<file path="src/rtl/mips_multicycle_control.sv">
// Multi-cycle MIPS control FSM: sequences FETCH/DECODE/EXEC/MEM/WB with a
// memory-ready handshake, wait timeout and a sticky error state.
//
// state  | meaning
// FETCH  | read instruction at PC, load IR and PC+4 on mem_ready
// DECODE | read register file, resolve j/jr, trap illegal opcodes
// EXEC   | ALU operation, branch resolution
// MEM    | data memory access for lw/sw
// WB     | register file write
// ERR    | sticky fault, cleared only by reset
module mips_multicycle_control #(
    parameter int ALUOP_W = 4,
    parameter int TIMEOUT = 16,
    parameter int CNT_W   = 16
) (
    input  logic               clk,
    input  logic               reset,
    input  logic [5:0]         Opcode,
    input  logic [5:0]         Function,
    input  logic               Zero,
    input  logic               mem_ready,
    output logic               PCWrite,
    output logic               IRWrite,
    output logic [1:0]         pc_src,
    output logic               RegRead,
    output logic               RegWrite,
    output logic               RegDst,
    output logic               ALUsrc,
    output logic               MemRead,
    output logic               MemWrite,
    output logic               IorD,
    output logic               MemtoReg,
    output logic [ALUOP_W-1:0] ALU_Op,
    output logic [2:0]         state,
    output logic [1:0]         err_code,
    output logic               busy
);

    typedef enum logic [2:0] {
        S_FETCH  = 3'd0,
        S_DECODE = 3'd1,
        S_EXEC   = 3'd2,
        S_MEM    = 3'd3,
        S_WB     = 3'd4,
        S_ERR    = 3'd7
    } state_t;

    localparam logic [2:0] ALU_ADD  = 3'd0;
    localparam logic [2:0] ALU_AND  = 3'd1;
    localparam logic [2:0] ALU_OR   = 3'd2;
    localparam logic [2:0] ALU_NOR  = 3'd3;
    localparam logic [2:0] ALU_SUB  = 3'd4;
    localparam logic [2:0] ALU_SLT  = 3'd5;
    localparam logic [2:0] ALU_SUBU = 3'd6;

    localparam logic [CNT_W-1:0] CNT_LAST = CNT_W'(TIMEOUT - 1);

    state_t           state_q;
    logic [CNT_W-1:0] cnt_q;
    logic [1:0]       err_q;

    logic       legal, is_rtype, use_imm;
    logic       is_lw, is_sw, is_beq, is_bne, is_j, is_jr;
    logic [2:0] alu_code;

    always_comb begin
        legal    = 1'b0;
        is_rtype = 1'b0;
        use_imm  = 1'b0;
        is_lw    = 1'b0;
        is_sw    = 1'b0;
        is_beq   = 1'b0;
        is_bne   = 1'b0;
        is_j     = 1'b0;
        is_jr    = 1'b0;
        alu_code = ALU_ADD;
        case (Opcode)
            6'h00: begin
                is_rtype = 1'b1;
                legal    = 1'b1;
                case (Function)
                    6'h20: alu_code = ALU_ADD;
                    6'h24: alu_code = ALU_AND;
                    6'h25: alu_code = ALU_OR;
                    6'h27: alu_code = ALU_NOR;
                    6'h2a: alu_code = ALU_SLT;
                    6'h22: alu_code = ALU_SUB;
                    6'h23: alu_code = ALU_SUBU;
                    6'h08: is_jr    = 1'b1;
                    default: legal  = 1'b0;
                endcase
            end
            6'h08: begin legal = 1'b1; use_imm = 1'b1; alu_code = ALU_ADD; end
            6'h0c: begin legal = 1'b1; use_imm = 1'b1; alu_code = ALU_AND; end
            6'h0d: begin legal = 1'b1; use_imm = 1'b1; alu_code = ALU_OR;  end
            6'h0a: begin legal = 1'b1; use_imm = 1'b1; alu_code = ALU_SLT; end
            6'h23: begin legal = 1'b1; use_imm = 1'b1; is_lw = 1'b1; end
            6'h2b: begin legal = 1'b1; use_imm = 1'b1; is_sw = 1'b1; end
            6'h02: begin legal = 1'b1; is_j = 1'b1; end
            6'h04: begin legal = 1'b1; is_beq = 1'b1; alu_code = ALU_SUB; end
            6'h05: begin legal = 1'b1; is_bne = 1'b1; alu_code = ALU_SUB; end
            default: legal = 1'b0;
        endcase
    end

    always_ff @(posedge clk) begin
        if (reset) begin
            state_q <= S_FETCH;
            cnt_q   <= '0;
            err_q   <= 2'b00;
        end else begin
            case (state_q)
                S_FETCH, S_MEM: begin
                    if (mem_ready) begin
                        cnt_q <= '0;
                        if (state_q == S_FETCH) state_q <= S_DECODE;
                        else if (is_lw)         state_q <= S_WB;
                        else                    state_q <= S_FETCH;
                    end else if (cnt_q == CNT_LAST) begin
                        cnt_q   <= '0;
                        err_q   <= 2'b10;
                        state_q <= S_ERR;
                    end else begin
                        cnt_q <= cnt_q + CNT_W'(1);
                    end
                end
                S_DECODE: begin
                    if (!legal) begin
                        err_q   <= 2'b01;
                        state_q <= S_ERR;
                    end else if (is_j || is_jr) state_q <= S_FETCH;
                    else                        state_q <= S_EXEC;
                end
                S_EXEC: begin
                    if (is_lw || is_sw)        state_q <= S_MEM;
                    else if (is_beq || is_bne) state_q <= S_FETCH;
                    else                       state_q <= S_WB;
                end
                S_WB:    state_q <= S_FETCH;
                S_ERR:   state_q <= S_ERR;
                default: state_q <= S_ERR;
            endcase
        end
    end

    always_comb begin
        PCWrite  = 1'b0;
        IRWrite  = 1'b0;
        pc_src   = 2'b00;
        RegRead  = 1'b0;
        RegWrite = 1'b0;
        RegDst   = 1'b0;
        ALUsrc   = 1'b0;
        MemRead  = 1'b0;
        MemWrite = 1'b0;
        IorD     = 1'b0;
        MemtoReg = 1'b0;
        ALU_Op   = '1;
        case (state_q)
            S_FETCH: begin
                MemRead = 1'b1;
                if (mem_ready) begin
                    IRWrite = 1'b1;
                    PCWrite = 1'b1;
                end
            end
            S_DECODE: begin
                RegRead = 1'b1;
                if (legal && is_j) begin
                    PCWrite = 1'b1;
                    pc_src  = 2'b10;
                end else if (legal && is_jr) begin
                    PCWrite = 1'b1;
                    pc_src  = 2'b11;
                end
            end
            S_EXEC: begin
                RegRead = 1'b1;
                ALUsrc  = use_imm;
                ALU_Op  = ALUOP_W'(alu_code);
                if (is_beq || is_bne) begin
                    pc_src  = 2'b01;
                    PCWrite = is_beq ? Zero : !Zero;
                end
            end
            S_MEM: begin
                IorD     = 1'b1;
                ALUsrc   = 1'b1;
                ALU_Op   = ALUOP_W'(ALU_ADD);
                MemRead  = is_lw;
                MemWrite = is_sw;
            end
            S_WB: begin
                RegWrite = 1'b1;
                RegDst   = is_rtype;
                MemtoReg = is_lw;
            end
            default: ;
        endcase
    end

    assign state    = state_q;
    assign err_code = err_q;
    assign busy     = (state_q != S_FETCH);

endmodule

</file>
<file path="config.mk">
export PLATFORM = sky130hd
export DESIGN_NAME = mips_multicycle_control
export DESIGN_NICKNAME = d
export VERILOG_FILES = /design/src/rtl/mips_multicycle_control.sv
export SDC_FILE = /design/constraint.sdc
export NUM_CORES = 1
export LEC_CHECK = 0
export CAP_MARGIN = 25
export CELL_PAD_IN_SITES_DETAIL_PLACEMENT = 1
export CELL_PAD_IN_SITES_GLOBAL_PLACEMENT = 1
export CORE_AREA = 2 2 69 71
export CTS_CLUSTER_SIZE = 24
export DETAILED_ROUTE_END_ITERATION = 6
export DIE_AREA = 0 0 71 73
export PLACE_DENSITY = 0.89
export REMOVE_ABC_BUFFERS = 1
export SLEW_MARGIN = 25
export SYNTH_ARGS = -nofsm -noshare
export SYNTH_HDL_FRONTEND = slang
export SYNTH_SLANG_ARGS = --single-unit
</file>
<file path="constraint.sdc">
create_clock -name clk -period 3.01 [get_ports clk]
set_input_delay 0.602 -clock clk [delete_from_list [all_inputs] [get_ports clk]]
set_output_delay 0.602 -clock clk [all_outputs]
set_load 0.05 [all_outputs]
</file>
After elaboration in Yosys (flattened, before gate mapping)

Index checks and enable logic that the tools add are counted.

Input bits: 16
Output and inout bits: 22
Register bits: 21

Mux-type cells: 48
Equality and inequality tests: 26
Reduce and logical (&&, ||, !) cells: 17
Add/sub/neg operators: 1

Operators by type and width:

| kind                                                  | number |
|---|---|
| equality test 6 bit (second input constant)           | 9 |
| 2-to-1 mux 16 bit                                     | 2 |
| equality test 6 x 4 -> 1 bit (second input constant)  | 5 |
| 2-to-1 mux 1 bit                                      | 23 |
| 2-to-1 mux 3 bit                                      | 7 |
| one-hot mux 3 bit (6 select lines)                    | 1 |
| adder 16 x 1 -> 16 bit (second input constant)        | 1 |
| equality test 16 x 4 -> 1 bit (second input constant) | 1 |
| one-hot mux 3 bit (5 select lines)                    | 1 |
| equality test 6 x 3 -> 1 bit (second input constant)  | 2 |
| 2-to-1 mux 2 bit                                      | 6 |
| one-hot mux 3 bit (4 select lines)                    | 1 |
| OR reduction 9 bit                                    | 1 |
| one-hot mux 2 bit (2 select lines)                    | 2 |
| one-hot mux 4 bit (2 select lines)                    | 1 |
| OR reduction 8 bit                                    | 1 |
| equality test 3 x 2 -> 1 bit (second input constant)  | 2 |
| equality test 6 x 2 -> 1 bit (second input constant)  | 1 |
| zero test 6 bit                                       | 1 |
| inequality test 2 bit (second input constant)         | 3 |
| one-hot mux 1 bit (2 select lines)                    | 3 |
| OR reduction 2 bit                                    | 3 |
| OR reduction 6 bit                                    | 1 |
| AND reduction 4 bit                                   | 1 |
| other kinds (10)                                      | 13 |

Longest topological paths before layout

Word-level depth: 8
Mapped depth: 7
Gate-level depth less buffers: 6

Worst setup path before layout

OpenSTA, ideal clock, no wires.

Path kind: register -> output
Start: register state_q[1] (netlist: state[1])
End: output ALU_Op[0]
Stages on the path, launching flop included: 6
Arrival: 2704 ps
Slack: -296 ps
Path through: dfxtp_1 > nor2b_1 > inv_1 > nor2_1 > nand3_1 > o21ai_0

Longest elaborated chain between the ends: 2
Elaborated cells between the ends (all ways): 3
Those cells by class: eq/ne: 2; mux: 1

RTL lines:

| item                                 | line | RTL |
|---|---|---|
| start: declaration                   | 58   | `state_t state_q;` |
| start signal: assignment             | 108  | `state_q <= S_FETCH;` |
| start signal: assignment             | 116  | `if (state_q == S_FETCH) state_q <= S_DECODE;` |
| start signal: assignment             | 117  | `else if (is_lw) state_q <= S_WB;` |
| equality test 3 x 2 -> 1 bit         | 159  | `case (state_q)` |
| one-hot mux 4 bit (2 select lines) * | 159  |  |
| end: declaration                     | 33   | `output logic [ALUOP_W-1:0] ALU_Op,` |

Every way passes the cells marked *; elsewhere a longest branch is shown, timed or not.

Worst setup path in the final report

Start: input Opcode[0]
End: output ALU_Op[2]

Longest elaborated chain between the ends: 4
Elaborated cells between the ends (all ways): 9
Those cells by class: eq/ne: 5; mux: 2; reduce/logical: 2

RTL lines:

| item                                 | line | RTL |
|---|---|---|
| start: declaration                   | 18   | `input logic [5:0] Opcode,` |
| equality test 6 x 3 -> 1 bit         | 77   | `case (Opcode)` |
| OR reduction 2 bit (no line)         | -    |  |
| one-hot mux 3 bit (5 select lines) * | 77   |  |
| one-hot mux 4 bit (2 select lines) * | 159  |  |

Marks and branches as above.

==> flow_metrics.py <==
metrics = {
    "grt": {
        "grt_pass1_wl_microns": 10200,
        "grt_util_met3": 0.0262,
        "grt.met1_usage": 0.298,
        "overflow": 0,
        "met2_usage": 0.451,
        "grt_max_degree": 18,
        "grt-busiest-layer": "met2",
        "grt_antenna_before_repair": 0,
        "grt_pass1_vias": 2106,
        "grtUsageTotal": 0.245,
    },
    "synth": {
        "yosysTopAreaCell": "dfxtp_1",
        "yosys_register_bits": 21,
        "ys.flop_type": "dfxtp_1",
        "synth_cell_types": 56,
        "post-synth-top-area-fraction": 0.256,
        "seq_area_frac_synth": 0.256,
        "yosysWarnings": 0,
        "synth_area_per_cell_sq_um": 7.39,
        "postSynth.asyncResetShare": 0,
        "syn_inst": 222,
        "synth_edf_count": 0,
        "ys_top_cells_by_area": "dfxtp_1, a311oi_1, nor2_1, nand2_1, a21oi_1",
        "netlist_area_sq_um": 1640,
    },
    "layout": {
        "drive_above_1_share": 0.250,
        "diodes": 0,
        "final_common_cell": "buf_4",
        "synthToLayoutAreaGrowth_pct": 49.4,
        "nets": 302,
        "mostFrequentLayoutCells": "buf_4, nor2_1, nand2_1",
        "fin_area_sq_um": 2450,
    },
    "cts": {
        "holdBufCountCts": 0,
        "cts.sinks": 21,
        "htree_levels": 1,
        "cts_tree": "built",
        "cts_buffers": 3,
        "clockBufferDepth": 2,
        "path_clk_slew_ps": 70,
        "clk_latency_ps": 260,
        "clockRootBuffer": "clkbuf_8",
    },
    "critical_path": {
        "cp_max_fo": 2,
        "cp_data_required_time_ps": 2410,
        "reg2reg_depth": 6,
        "timing.rr.start": "cnt_q[0]$_SDFFE_PP0N_",
        "start_kind": "primary input",
        "crit_type": "in -> out",
        "cp.arrival_ps": 2360,
        "r2r-end": "cnt_q[14]$_SDFFE_PP0N_",
        "crit_path_end_kind": "primary output",
        "reg2reg_slack_ps": 950,
    },
    "floorplanning": {
        "row_count": 25,
        "core_area_sq_um": 4540,
        "fp.dieH_microns": 73,
        "initial_core_util": 0.362,
        "die_width_microns": 71,
        "die_area_sq_um": 5180,
        "ios": 38,
    },
    "placement": {
        "dpl_cell_area_sq_um": 2320,
        "port_buffers": 37,
        "place_congestion": 0.841,
        "hpwl_microns": 4580,
    },
    "power": {
        "leakage_nw": 0.920,
        "peakVddDrop_mv": 0.459,
        "p_per_area_nw_per_um2": 700,
    },
    "worst_hold_path": {
        "worstHoldStart": "cnt_q[15]$_SDFFE_PP0N_",
        "holdPathEnd": "cnt_q[15]$_SDFFE_PP0N_",
        "min_path_cells": 1,
        "hold_class": "reg -> reg",
    },
    "timing": {
        "worst_pin_slew_ps": 662,
        "maxSlewViolCount": 0,
        "hold_viol": 0,
        "rsz0062_at_grt": "yes",
        "final.setup_skew_ps": 4.22,
        "period_share": 0.983,
        "fin_hold_ws_ps": 506,
        "layout_min_cycle_time_ps": 2960,
        "setup_viol": 0,
        "fmaxAchievable_mhz": 338,
        "slew_headroom": 0.553,
    },
    "route": {
        "ant_nets": 0,
        "routedWlPerCell_microns": 18.6,
        "via_per_inst": 6.05,
        "firstDrtPassIters": 4,
        "vias": 2044,
        "first_iter_violations": 135,
        "drc": 0,
        "drt-total-wl_microns": 6300,
    },
    "run_status": {
        "status": "finished clean",
    },
    "job": {
        "drv_cap": 0,
    },
}
[registers in the layout, summed over array words and instances, names as in the netlist]
register	count
cnt_q	16
err_code	2
state	3
[critical path, stage by stage]
cell	delay (ps)
clkdlybuf4s50_1	430
nor3_2	250
nand2_1	130
a2111oi_2	420
a21oi_1	80
o21ai_0	170
buf_4	150
buf_12	120
[through the flow]
stage / util / instances / worst slack [ps] / setup TNS, ps / total power, mW
final: 0.540 / 338 / 52.2 / 0 / 1.72
after global routing: 0.540 / 338 / -49.8 / -62.3 / 1.80
after CTS: 0.538 / 338 / 19.6 / 0 / 1.71
after detailed placement: 0.513 / 325 / -189 / -488 / 1.52
after global placement: 0.513 / 325 / -84.9 / -162 / 1.48
after floorplan: - / 207 / -489 / -1490 / 1.01
[cell type report]
class	count	area [sq um]
fillers	557	2080
multi-input cells	179	1150
repair buffers	73	743
flip-flops and latches	21	420
well taps	54	67.6
clock buffers	4	45.0
inverters	7	26.3
[metal layers]
| layer | vias to the layer above | share of wire |
|---|---|---|
| met1 | 1015 | 0.41 |
| met5 | - | 0 |
| li1 | 966 | - |
| met4 | 0 | 0.020 |
| met3 | 13 | 0.031 |
| met2 | 50 | 0.54 |
[how the worst max path moves through the flow]
stage                end  cells past startpoint             startpoint  slack, ps
6_report       ALU_Op[2]                      8              Opcode[0]         50
5_1_grt        ALU_Op[2]                      8              Opcode[0]        -50
4_1_cts          PCWrite                      7            Function[3]         20
3_5_place_dp   ALU_Op[2]                      8              Opcode[0]       -190
3_3_place_gp     PCWrite                      7            Function[0]        -80
2_1_floorplan  ALU_Op[0]                      5  state[1]$_SDFFE_PP0P_       -490
[cell families (layout without fill, tap and decap cells)]
logic type | count (synthesis) | in the layout | synth area share
buffers and inverters | 22 | 84 | 0.0625
AO/OA/AOI/OAI | 67 | 67 | 0.286
AND/OR/NAND/NOR | 106 | 106 | 0.355
flip-flops | 21 | 21 | 0.256
multiplexers | 1 | 1 | 0.00610
adder cells (fa/ha/maj) | 1 | 1 | 0.00763
XOR/XNOR | 4 | 4 | 0.0259
[cell usage after synthesis, drive strengths merged (2+ instances only)]
| cell type | instances |
|---|---|
| nand4 | 3 |
| or3 | 2 |
| xor2 | 2 |
| a21oi | 14 |
| nor3b | 4 |
| nor2b | 5 |
| a41oi | 4 |
| nand3 | 9 |
| dfxtp | 21 |
| a22oi | 2 |
| nor4 | 9 |
| buf | 9 |
| xnor2 | 2 |
| clkbuf | 6 |
| nand2b | 5 |
| or2b | 2 |
| a31oi | 5 |
| a311oi | 12 |
| inv | 7 |
| nor2 | 25 |
| and3 | 3 |
| nand4b | 2 |
| nor3 | 8 |
| o211a | 2 |
| o21ai | 14 |
| and4 | 2 |
| nand2 | 22 |
[where the power goes]
| part | switching (mW) | internal [mW] |
|---|---|---|
| logic | 0.736 | 0.435 |
| registers | 0.0511 | 0.307 |
| clock network | 0.0929 | 0.0945 |
[timing repair]
action	CTS	global route
setup endpoints to repair	4	8
resized for setup	19	8
setup buffers	9	0
pin swaps	5	2
Power figures use the tool's default switching activity.
